==> config.mk <==
export PLATFORM = sky130hd
export DESIGN_NAME = lcd_scanout_flat
export DESIGN_NICKNAME = d
export VERILOG_FILES = /design/src/rtl/lcd_pkg.sv /design/src/rtl/lcd_scanout_if.sv /design/src/rtl/lcd_palette.sv /design/src/rtl/lcd_scanout.sv /design/src/flat_wrapper.sv
export SDC_FILE = /design/constraint.sdc
export NUM_CORES = 1
export LEC_CHECK = 0
export BUFFER_PORTS_ARGS = -buffer_cell sky130_fd_sc_hd__buf_4
export CAP_MARGIN = 20
export CORE_ASPECT_RATIO = 0.5
export CORE_MARGIN = 2
export CORE_UTILIZATION = 50
export DETAILED_ROUTE_END_ITERATION = 6
export PLACE_DENSITY = 0.71
export SETUP_SLACK_MARGIN = 0.2
export SLEW_MARGIN = 30
export SYNTH_ARGS = -nofsm -noshare
export SYNTH_HDL_FRONTEND = slang
export SYNTH_HIERARCHICAL = 1
export SYNTH_SLANG_ARGS = --single-unit
==> constraint.sdc <==
create_clock -name clk -period 2.5 [get_ports clk]
set_clock_uncertainty 0.15 [all_clocks]
set_input_delay 0.25 -clock clk [delete_from_list [all_inputs] [get_ports clk]]
set_output_delay 0.25 -clock clk [all_outputs]
set_load 0.01 [all_outputs]
==> src/rtl/lcd_pkg.sv <==
// Shared definitions for the LCD scan-out path: geometry, widths, palette, FSM states.
package lcd_pkg;

  localparam int unsigned LCD_H_PIX      = 128;
  localparam int unsigned LCD_V_PIX      = 240;
  localparam int unsigned LCD_SCALE_LOG2 = 2;
  localparam int unsigned FB_W           = 32;
  localparam int unsigned FB_H           = 60;

  localparam int unsigned FRAME_PIX = LCD_H_PIX * LCD_V_PIX;
  localparam int unsigned ROW_W     = $clog2(LCD_V_PIX + 1);
  localparam int unsigned COL_W     = $clog2(LCD_H_PIX);
  localparam int unsigned CNT_W     = $clog2(FRAME_PIX);
  localparam int unsigned FB_AW     = 6;
  localparam int unsigned IDX_W     = 4;
  localparam int unsigned PIX_W     = 16;

  // RGB565 palette; entries 8..15 are a grey ramp (r = b = v, g = 2v).
  localparam logic [PIX_W-1:0] PALETTE [16] = '{
    16'h0000, 16'hFFFF, 16'hF800, 16'h07E0,
    16'h001F, 16'hFFE0, 16'h07FF, 16'hF81F,
    16'h1082, 16'h2104, 16'h4208, 16'h630C,
    16'h8410, 16'hA514, 16'hC618, 16'hE71C
  };

  typedef enum logic [1:0] {
    ST_IDLE,
    ST_FETCH,
    ST_STREAM,
    ST_DONE
  } scan_state_e;

endpackage

==> src/rtl/lcd_scanout_if.sv <==
// Framebuffer read port plus pixel stream towards the LCD SPI sender.
interface lcd_scanout_if;

  logic [lcd_pkg::FB_AW-1:0] fb_x;
  logic [lcd_pkg::FB_AW-1:0] fb_y;
  logic [lcd_pkg::IDX_W-1:0] fb_data;
  logic [lcd_pkg::PIX_W-1:0] pix_data;
  logic                      pix_valid;
  logic                      pix_last;
  logic                      pix_ready;

  modport master (
    output fb_x, fb_y, pix_data, pix_valid, pix_last,
    input  fb_data, pix_ready
  );

  modport slave (
    input  fb_x, fb_y, pix_data, pix_valid, pix_last,
    output fb_data, pix_ready
  );

endinterface

==> src/rtl/lcd_palette.sv <==
// Combinational colour-index to RGB565 lookup.
module lcd_palette
  import lcd_pkg::*;
(
  input  logic [IDX_W-1:0] idx,
  output logic [PIX_W-1:0] rgb_c
);

  assign rgb_c = PALETTE[idx];

endmodule

==> src/rtl/lcd_scanout.sv <==
// Raster scan of the panel, upscaling the framebuffer and streaming RGB565 pixels.
module lcd_scanout
  import lcd_pkg::*;
(
  input  logic          clk,
  input  logic          rst,
  input  logic          start_frame,
  output logic          busy,
  output logic          frame_done,
  lcd_scanout_if.master bus
);

  scan_state_e      state_q, state_d;
  logic [ROW_W-1:0] row_q, row_d;
  logic [COL_W-1:0] col_q, col_d;
  logic [CNT_W-1:0] loaded_q, loaded_d;
  logic [PIX_W-1:0] data_q, data_d;
  logic             valid_q, valid_d;
  logic             last_q, last_d;
  logic             load;
  logic             accept;
  logic [PIX_W-1:0] pal_rgb;

  lcd_palette u_palette (
    .idx   (bus.fb_data),
    .rgb_c (pal_rgb)
  );

  // Framebuffer address follows the next-pixel counters at 1/4 resolution.
  assign bus.fb_x = FB_AW'(row_q >> LCD_SCALE_LOG2);
  assign bus.fb_y = FB_AW'(col_q >> LCD_SCALE_LOG2);

  assign bus.pix_data  = data_q;
  assign bus.pix_valid = valid_q;
  assign bus.pix_last  = last_q;

  assign busy       = (state_q != ST_IDLE);
  assign frame_done = (state_q == ST_DONE);
  assign accept     = valid_q && bus.pix_ready;

  // State, counters and pixel output register.
  always_ff @(posedge clk) begin
    if (!rst) begin
      state_q  <= ST_IDLE;
      row_q    <= '0;
      col_q    <= '0;
      loaded_q <= '0;
      data_q   <= '0;
      valid_q  <= 1'b0;
      last_q   <= 1'b0;
    end else begin
      state_q  <= state_d;
      row_q    <= row_d;
      col_q    <= col_d;
      loaded_q <= loaded_d;
      data_q   <= data_d;
      valid_q  <= valid_d;
      last_q   <= last_d;
    end
  end

  // Next-state logic; a load captures the palette output and advances the raster.
  always_comb begin
    state_d  = state_q;
    row_d    = row_q;
    col_d    = col_q;
    loaded_d = loaded_q;
    data_d   = data_q;
    valid_d  = valid_q;
    last_d   = last_q;
    load     = 1'b0;

    unique case (state_q)
      ST_IDLE: begin
        if (start_frame) begin
          state_d  = ST_FETCH;
          row_d    = '0;
          col_d    = '0;
          loaded_d = '0;
        end
      end
      ST_FETCH: begin
        load    = 1'b1;
        valid_d = 1'b1;
        state_d = ST_STREAM;
      end
      ST_STREAM: begin
        if (accept) begin
          if (last_q) begin
            valid_d = 1'b0;
            state_d = ST_DONE;
          end else begin
            load = 1'b1;
          end
        end
      end
      ST_DONE: begin
        state_d = ST_IDLE;
      end
      default: begin
        state_d = ST_IDLE;
      end
    endcase

    if (load) begin
      data_d   = pal_rgb;
      last_d   = (loaded_q == CNT_W'(FRAME_PIX - 1));
      loaded_d = loaded_q + CNT_W'(1);
      if (col_q == COL_W'(LCD_H_PIX - 1)) begin
        col_d = '0;
        row_d = row_q + ROW_W'(1);
      end else begin
        col_d = col_q + COL_W'(1);
      end
    end
  end

endmodule

==> src/flat_wrapper.sv <==
// flat-port wrapper written by rule: the top's interface ports become plain ports
module lcd_scanout_flat import lcd_pkg::*;
  (clk, rst, start_frame, busy, frame_done, bus_fb_x, bus_fb_y, bus_pix_data, bus_pix_valid, bus_pix_last, bus_fb_data, bus_pix_ready);
  lcd_scanout_if bus_i ();
  input  logic clk;
  input  logic rst;
  input  logic start_frame;
  output logic busy;
  output logic frame_done;
  output wire logic [$bits(bus_i.fb_x)-1:0] bus_fb_x;
  output wire logic [$bits(bus_i.fb_y)-1:0] bus_fb_y;
  output wire logic [$bits(bus_i.pix_data)-1:0] bus_pix_data;
  output wire logic [$bits(bus_i.pix_valid)-1:0] bus_pix_valid;
  output wire logic [$bits(bus_i.pix_last)-1:0] bus_pix_last;
  input wire logic [$bits(bus_i.fb_data)-1:0] bus_fb_data;
  input wire logic [$bits(bus_i.pix_ready)-1:0] bus_pix_ready;
  assign bus_fb_x = bus_i.fb_x;
  assign bus_fb_y = bus_i.fb_y;
  assign bus_pix_data = bus_i.pix_data;
  assign bus_pix_valid = bus_i.pix_valid;
  assign bus_pix_last = bus_i.pix_last;
  assign bus_i.fb_data = bus_fb_data;
  assign bus_i.pix_ready = bus_pix_ready;
  lcd_scanout u_core (.clk(clk), .rst(rst), .start_frame(start_frame), .busy(busy), .frame_done(frame_done), .bus(bus_i));
endmodule
==> summary.txt, run 1 <==
Finish
  – Layout cells sized above 1: 17.0%
  – Ant diodes: 0
  – Area delta synth->final: 13.2%
  – Net count, final: 376
  – Area of the multi-input gates: 0.00151 mm2
  – FILL cells: 481
  – FF+latch area: 0.00100 mm2

Logic synthesis
  – Ys Warns: 6
  – Most frequent cell after synthesis: nand2_1
  – Ys flop type: dfxtp_1
  – XOR/XNOR Fraction of Synth Area: 0.976%
  – Fraction of the mapped netlist area in compound gates: about a fifth
  – Simple-gate portion of the synthesized area: ~28%
  – Adder-cell share of the synthesized area: 5.11%
  – Syn_nets: 355
  – Syn Inst Count: 336
  – Number of synthesized flops with an enable pin: 0
  – Seq cells post-synth: 50
  – Post-synth ARST share: 0%
  – Mux share of post-synthesis cell area: under 10%
  – Synth area leaders: dfxtp_1 37%, nand2_1 7.9%, a21oi_1 6.5%
  – Top post-synthesis cells by count: 57 x nand2_1, 50 x dfxtp_1, 35 x a21oi_1, 22 x nand3_1
  – Cell accounting for the most synthesized area: dfxtp_1
  – Syn Std Cell Area: between 0.002 and 0.003 mm2
  – Mapped Avg Cell Area: roughly 8 um2
  – Main combinational cell family by area after synthesis: simple AND/OR/NAND/NOR gates
  – Register area share after synthesis: 37.2%
  – Synth top area share: 37.2%
  – Synth unique cells: 50

Die
  – Core Area: 0.00504 mm2
  – Cell Rows: 18
  – Starting Density: 53.3%
  – IO Pins: 40
  – Chip height: 55.9 um
  – Die X: 108 um
  – Die ar.: 0.00602 mm2

Drt
  – Routed wire per std cell: 13.2 um
  – Via count: 2473
  – Residual DRC: 0
  – Final ANT Viol Nets: 0
  – Vias per cell: just under 6
  – 1st-pass router iterations: 5
  – Initial DRC count: 152
  – Total Routed Length: ~5.6 mm

Pwr
  – Overall Power: 0.00220 W
  – LEAKAGE: between 1 and 1.5 nW
  – Maximum VDD drop: between 0.3 and 0.4 mV
  – Power density over the cells: between 700 and 800 mW/mm2

Clock tree
  – Clock Tree Buf Depth: 2
  – Hold Buf Count CTS: 0
  – Clock insertion delay at the later pin of the skew report: 0.30 ns
  – Worst-path clk slew: 0.09 ns
  – Root Buffer: clkbuf_8
  – Htree depth: 2
  – CTS tree: done
  – CTS Buf Count: 5
  – Clock Sink Count: 50

Global route
  – Gr usage total: roughly a fifth
  – GRT Residual Overflow: 0
  – Largest net degree at the start of global routing: 24
  – Number of global-route vias before repair: between 2000 and 2500
  – Initial antenna violation count: 0
  – First-pass GRT wire length: 9.78 mm

Setup path
  – Critical path arrival: between 2 and 2.5 ns
  – CP max FO: 8
  – CP Capture Type: flop
  – CP Data Required Time: 2.58 ns
  – Worst setup SP type: flop
  – Peak per-stage delay on the critical path: 0.51 ns
  – Critical path class: flop to flop
  – WP buf/inv: 1
  – Critical-path cell list: inv_2, ha_2, nand3_1, a211o_1, or4_1, a31oi_1
  – Critical Path Slowest Stage Cell: or4_1
  – Worst path top cell family by delay: simple AND/OR/NAND/NOR gates
  – R2R setup slack: 0.35 ns

Timing
  – Setup TNS: 0 ns
  – RSZ-0062 raised after global routing: no
  – Final setup vio count: 0
  – Final Slew Violations: 0
  – Worst-Margin Slew: around 0.62 ns
  – Final period util: 85.9%
  – Final Hold Vio Count: 0
  – Fmax: roughly 470 MHz
  – Final Critical Period: 2.15 ns
  – Slew HR: 58.5%

Run
  – Max_cap viols: 0

Placement
  – PortBufs: 38
  – Routability Congestion: 0.838
  – Detailed placement HPWL: approximately 4.0 mm

Run status
  – Outcome: finished clean

Worst hold path
  – Hold Path Class: input pin to flop
[state kept, by name, summed over array words and instances (netlist names)]
| signal | cells |
|---|---|
| u_core/bus.pix_data | 16 |
| u_core/loaded_q | 15 |
| u_core/row_q | 8 |
| u_core/col_q | 7 |
| u_core/state_q | 2 |
| u_core/bus.pix_last | 1 |
| u_core/bus.pix_valid | 1 |
[power by group]
group / leakage (nW) / total (W) / internal, W / switching [W]
clock network: 0.0441 / 0.000471 / 0.000197 / 0.000274
registers: 0.404 / 0.000949 / 0.000877 / 0.0000720
logic: 0.746 / 0.000776 / 0.000303 / 0.000473
total: 1.19 / 0.00220 / 0.00138 / 0.000819
[kinds of logic (layout without fill, tap and decap cells)]
logic type	count (synthesis)	count (layout)
AND/OR/NAND/NOR	147	147
AO/OA/AOI/OAI	82	82
flip-flops	50	50
buffers and inverters	38	60
adder cells (fa/ha/maj)	11	11
multiplexers	4	4
XOR/XNOR	3	3
other	1	1
[stage by stage]
stage	cell area, um2	utilization [%]	hold WS (ns)	setup slack (ns)	cells
3_3_place_gp	2940	58.3	0.296	0.343	420
5_1_grt	3050	60.4	0.185	0.218	428
2_1_floorplan	2690	-	0.286	0.482	336
6_report	3050	60.4	0.158	0.352	428
4_1_cts	3030	60.0	0.149	0.236	428
3_5_place_dp	2940	58.3	0.302	0.261	420
[final cells by class]
type	count	area share [%]
Clock inverter	3	0.698
Multi-Input combinational cell	248	49.6
Tap cell	70	2.87
Timing Repair Buffer	43	10.6
Clock buffer	5	2.26
Inverter	9	1.11
Sequential cell	50	32.9
[final timing paths]
check	startpoint	endpoint	cells after the start
max reg2reg	u_core/state_q[0]$_SDFFE_PN0P_	u_core/row_q[6]$_SDFF_PN0_	6
min	bus_fb_data[3]	u_core/bus.pix_data[11]$_SDFFE_PN0P_	4
min reg2reg	u_core/bus.pix_data[7]$_SDFFE_PN0P_	u_core/bus.pix_data[7]$_SDFFE_PN0P_	2
max	u_core/state_q[0]$_SDFFE_PN0P_	u_core/row_q[6]$_SDFF_PN0_	6
[worst register-to-register path, delay by kind of cell, from the launching register on]
family,cells,cell delay [ns]
simple gates,2,0.61
compound gates,2,0.44
flops,1,0.40
fa+ha+maj,1,0.40
buf+inv,1,0.09
[cells in the final DEF, fill, tap and decap left out, types with 3 or more instances in the layout]
master / n
clkbuf_8: 5
a21oi_1: 35
a31oi_1: 9
nand2_1: 57
nand3_1: 22
nand2b_1: 7
or3_1: 3
a211o_1: 5
dfxtp_1: 49
mux2i_1: 3
buf_4: 43
and4_1: 4
a22o_1: 3
o21ai_0: 6
inv_1: 8
ha_1: 9
or4_1: 4
nand3b_1: 3
xnor2_1: 3
nor2_1: 14
o311ai_0: 5
o211ai_1: 3
nor3_1: 4
nand4_1: 10
and3_1: 6
[routing by layer]
metal / track usage [%] / part of all wire, % / vias up
met3: 4.68 / 5.5 / 7
met2: 31.9 / 45 / 72
li1: - / - / 1249
met4: 5.49 / 0.98 / 0
met1: 26.5 / 48 / 1145
met5: 0 / 0 / -
[repair_timing]
item | 4_1_cts | 5_1_grt
endpoints found under the setup margin | 0 | 12
endpoints found under the hold margin | 0 | 0
setup buffers | 0 | 0
resized for setup | 0 | 6
Power figures use the tool's default switching activity.
==> inputs of run 2 (changes only) <==
--- a/config.mk
+++ b/config.mk
@@ -9,9 +9,8 @@
 export CAP_MARGIN = 20
 export CORE_ASPECT_RATIO = 0.5
 export CORE_MARGIN = 2
-export CORE_UTILIZATION = 50
+export CORE_UTILIZATION = 35
 export DETAILED_ROUTE_END_ITERATION = 6
-export PLACE_DENSITY = 0.71
 export SETUP_SLACK_MARGIN = 0.2
 export SLEW_MARGIN = 30
 export SYNTH_ARGS = -nofsm -noshare
==> summary.txt, run 2 (synthesis results as in run 1) <==
Run status
  – Outcome: finished clean

Global route
  – First-pass GRT wire length: 10.6 mm
  – Most used routing layer: met2
  – Gr usage total: 15.7%
  – GRT Residual Overflow: 0
  – Met2 GRT Util: 25.1%
  – Largest net degree at the start of global routing: 26
  – Routing usage on met3: 4.13%
  – Initial antenna violation count: 0
  – Met1 usage: between 20 and 25%
  – Number of global-route vias before repair: about 2300

Setup path
  – CP Data Required Time: 2.58 ns
  – Critical path arrival: 2.24 ns
  – Cells on worst reg2reg path: 7
  – Critical path class: flop to flop
  – R2R Path End: u_core/loaded_q[10]$_SDFFE_PN0P_
  – CP max FO: 17
  – CP Capture Type: flop
  – R2R setup slack: 0.33 ns
  – Worst reg2reg path startpoint: u_core/state_q[0]$_SDFFE_PN0P_
  – Worst setup SP type: flop

Drt
  – Residual DRC: 0
  – 1st-pass router iterations: 4
  – Total Routed Length: 6.10 mm
  – Routed wire per std cell: approximately 14 um
  – Via count: 2473
  – Final ANT Viol Nets: 0
  – Vias per cell: 5.47
  – Initial DRC count: 137

Finish
  – Area delta synth->final: 16.8%
  – Most frequent cells in the layout: 57 x nand2_1, 49 x dfxtp_1, 43 x buf_4
  – Post-route design area: approximately 0.0031 mm2
  – Ant diodes: 0
  – Commonest non-fill, non-tap cell in the layout: nand2_1
  – Layout cells sized above 1: between 10% and 20%
  – Net count, final: 376
  – Max reg flops: 16

Pwr
  – Overall Power: around 0.0024 W
  – Maximum VDD drop: 0.278 mV
  – Fraction of power consumed by sequential logic: 39.2%
  – Logic pwr share: 33.5%
  – Net Sw Power: about 0.00084 W
  – Power Internal: between 0.0015 and 0.002 W
  – LEAKAGE: 1.22 nW
  – Power density over the cells: 773 mW/mm2
  – Clock power frac: 27.3%
  – Sw Share: 34.5%

Timing
  – Final Slew Violations: 0
  – Slew HR: 66.7%
  – Fmax: 461 MHz
  – Final period util: 86.7%
  – Worst-Margin Slew: between 0.4 and 0.5 ns
  – Final Critical Period: roughly 2.2 ns
  – Setup TNS: 0 ns
  – Final Hold Vio Count: 0
  – Final setup vio count: 0
  – WHS: about 0.18 ns
  – RSZ-0062 raised after global routing: yes

Clock tree
  – Htree depth: 2
  – Clock insertion delay at the later pin of the skew report: just under 0.3 ns
  – Root Buffer: clkbuf_16
  – Clock Sink Count: 50
  – CTS Buf Count: 5
  – Worst-path clk slew: 0.06 ns
  – Clock Tree Buf Depth: 2
  – CTS tree: done
  – Hold Buf Count CTS: 0

Die
  – IO Pins: 40
  – Chip height: 66.0 um
  – Starting Density: a little over a third
  – Cell Rows: 22
  – Die ar.: 0.00845 mm2
  – Die X: 128 um
  – Core Area: 0.00738 mm2

Run
  – Max_cap viols: 0

Placement
  – Routability Congestion: 0.798
  – Placed Area: between 0.002 and 0.003 mm2
  – PortBufs: 38
  – Detailed placement HPWL: about 4.5 mm

Worst hold path
  – Hold Crit Start: bus_fb_data[3]
  – Hold EP: u_core/bus.pix_data[0]$_SDFFE_PN0P_
  – Hold depth: 4
  – Hold Path Class: input pin to flop
==> run 2: changes by cell type in the layout (fill, tap and decap cells not counted) <==
cell	previous run	this run
a21boi_1	1	0
ha_1	9	8
a21boi_2	0	1
clkbuf_16	0	5
clkinv_2	1	0
clkinv_4	1	0
clkinvlp_4	1	0
clkbuf_8	5	1
ha_4	1	2
==> run 2: cell type report <==
type | count | area [um2]
clock buffers | 6 | 139
inverters | 9 | 33.8
well taps | 96 | 120
repair buffers | 43 | 323
flip-flops and latches | 50 | 1000
multi-input cells | 248 | 1530
fillers | 731 | 4230
==> run 2: through the flow <==
step           util (%)  setup WS, ns  cells
2_1_floorplan         -         0.482    336
3_3_place_gp       40.3         0.356    446
3_5_place_dp       40.3         0.218    446
4_1_cts            42.2         0.202    452
5_1_grt            42.6         0.189    452
6_report           42.6         0.332    452
==> run 2: routing by layer <==
metal	routed length [um]	vias to the layer above	part of all wire [%]
li1	-	1257	-
met1	3150	1160	52
met2	2650	49	43
met3	229	7	3.8
met4	80	0	1.3
met5	0	-	0
==> run 2: worst max path at each step <==
| stage | startpoint | end | slack, ns | cells past startpoint |
|---|---|---|---|---|
| after global routing | u_core/state_q[0]$_SDFFE_PN0P_ | u_core/col_q[2]$_SDFFE_PN0P_ | 0.19 | 6 |
| after floorplan | u_core/state_q[0]$_SDFFE_PN0P_ | u_core/col_q[5]$_SDFFE_PN0P_ | 0.48 | 7 |
| final | u_core/state_q[0]$_SDFFE_PN0P_ | u_core/loaded_q[10]$_SDFFE_PN0P_ | 0.33 | 7 |
| after global placement | u_core/state_q[0]$_SDFFE_PN0P_ | u_core/loaded_q[10]$_SDFFE_PN0P_ | 0.36 | 7 |
| after CTS | u_core/state_q[0]$_SDFFE_PN0P_ | u_core/loaded_q[10]$_SDFFE_PN0P_ | 0.20 | 7 |
| after detailed placement | u_core/state_q[0]$_SDFFE_PN0P_ | u_core/loaded_q[10]$_SDFFE_PN0P_ | 0.22 | 7 |
==> run 2: power by group through the flow <==
stage,Clock [W],Sequential (W),Combinational (W)
global placement,0,0.000958,0.000749
global route,0.000723,0.000965,0.000919
floorplan,0,0.000971,0.000486
detailed placement,0,0.000963,0.000769
CTS,0.000688,0.000946,0.000770
finish,0.000664,0.000952,0.000814
==> run 2: critical path, cell delays in order (launching register included) <==
cell     delay (ns)
dfxtp_1        0.35
inv_2          0.13
ha_4           0.18
and4b_2        0.28
o21ai_2        0.13
buf_4          0.22
or4_1          0.54
nand4_1        0.11
==> run 2: timing repair <==
item                       CTS  global route
resized for setup            0             8
setup buffers                0             0
setup endpoints to repair    0            14
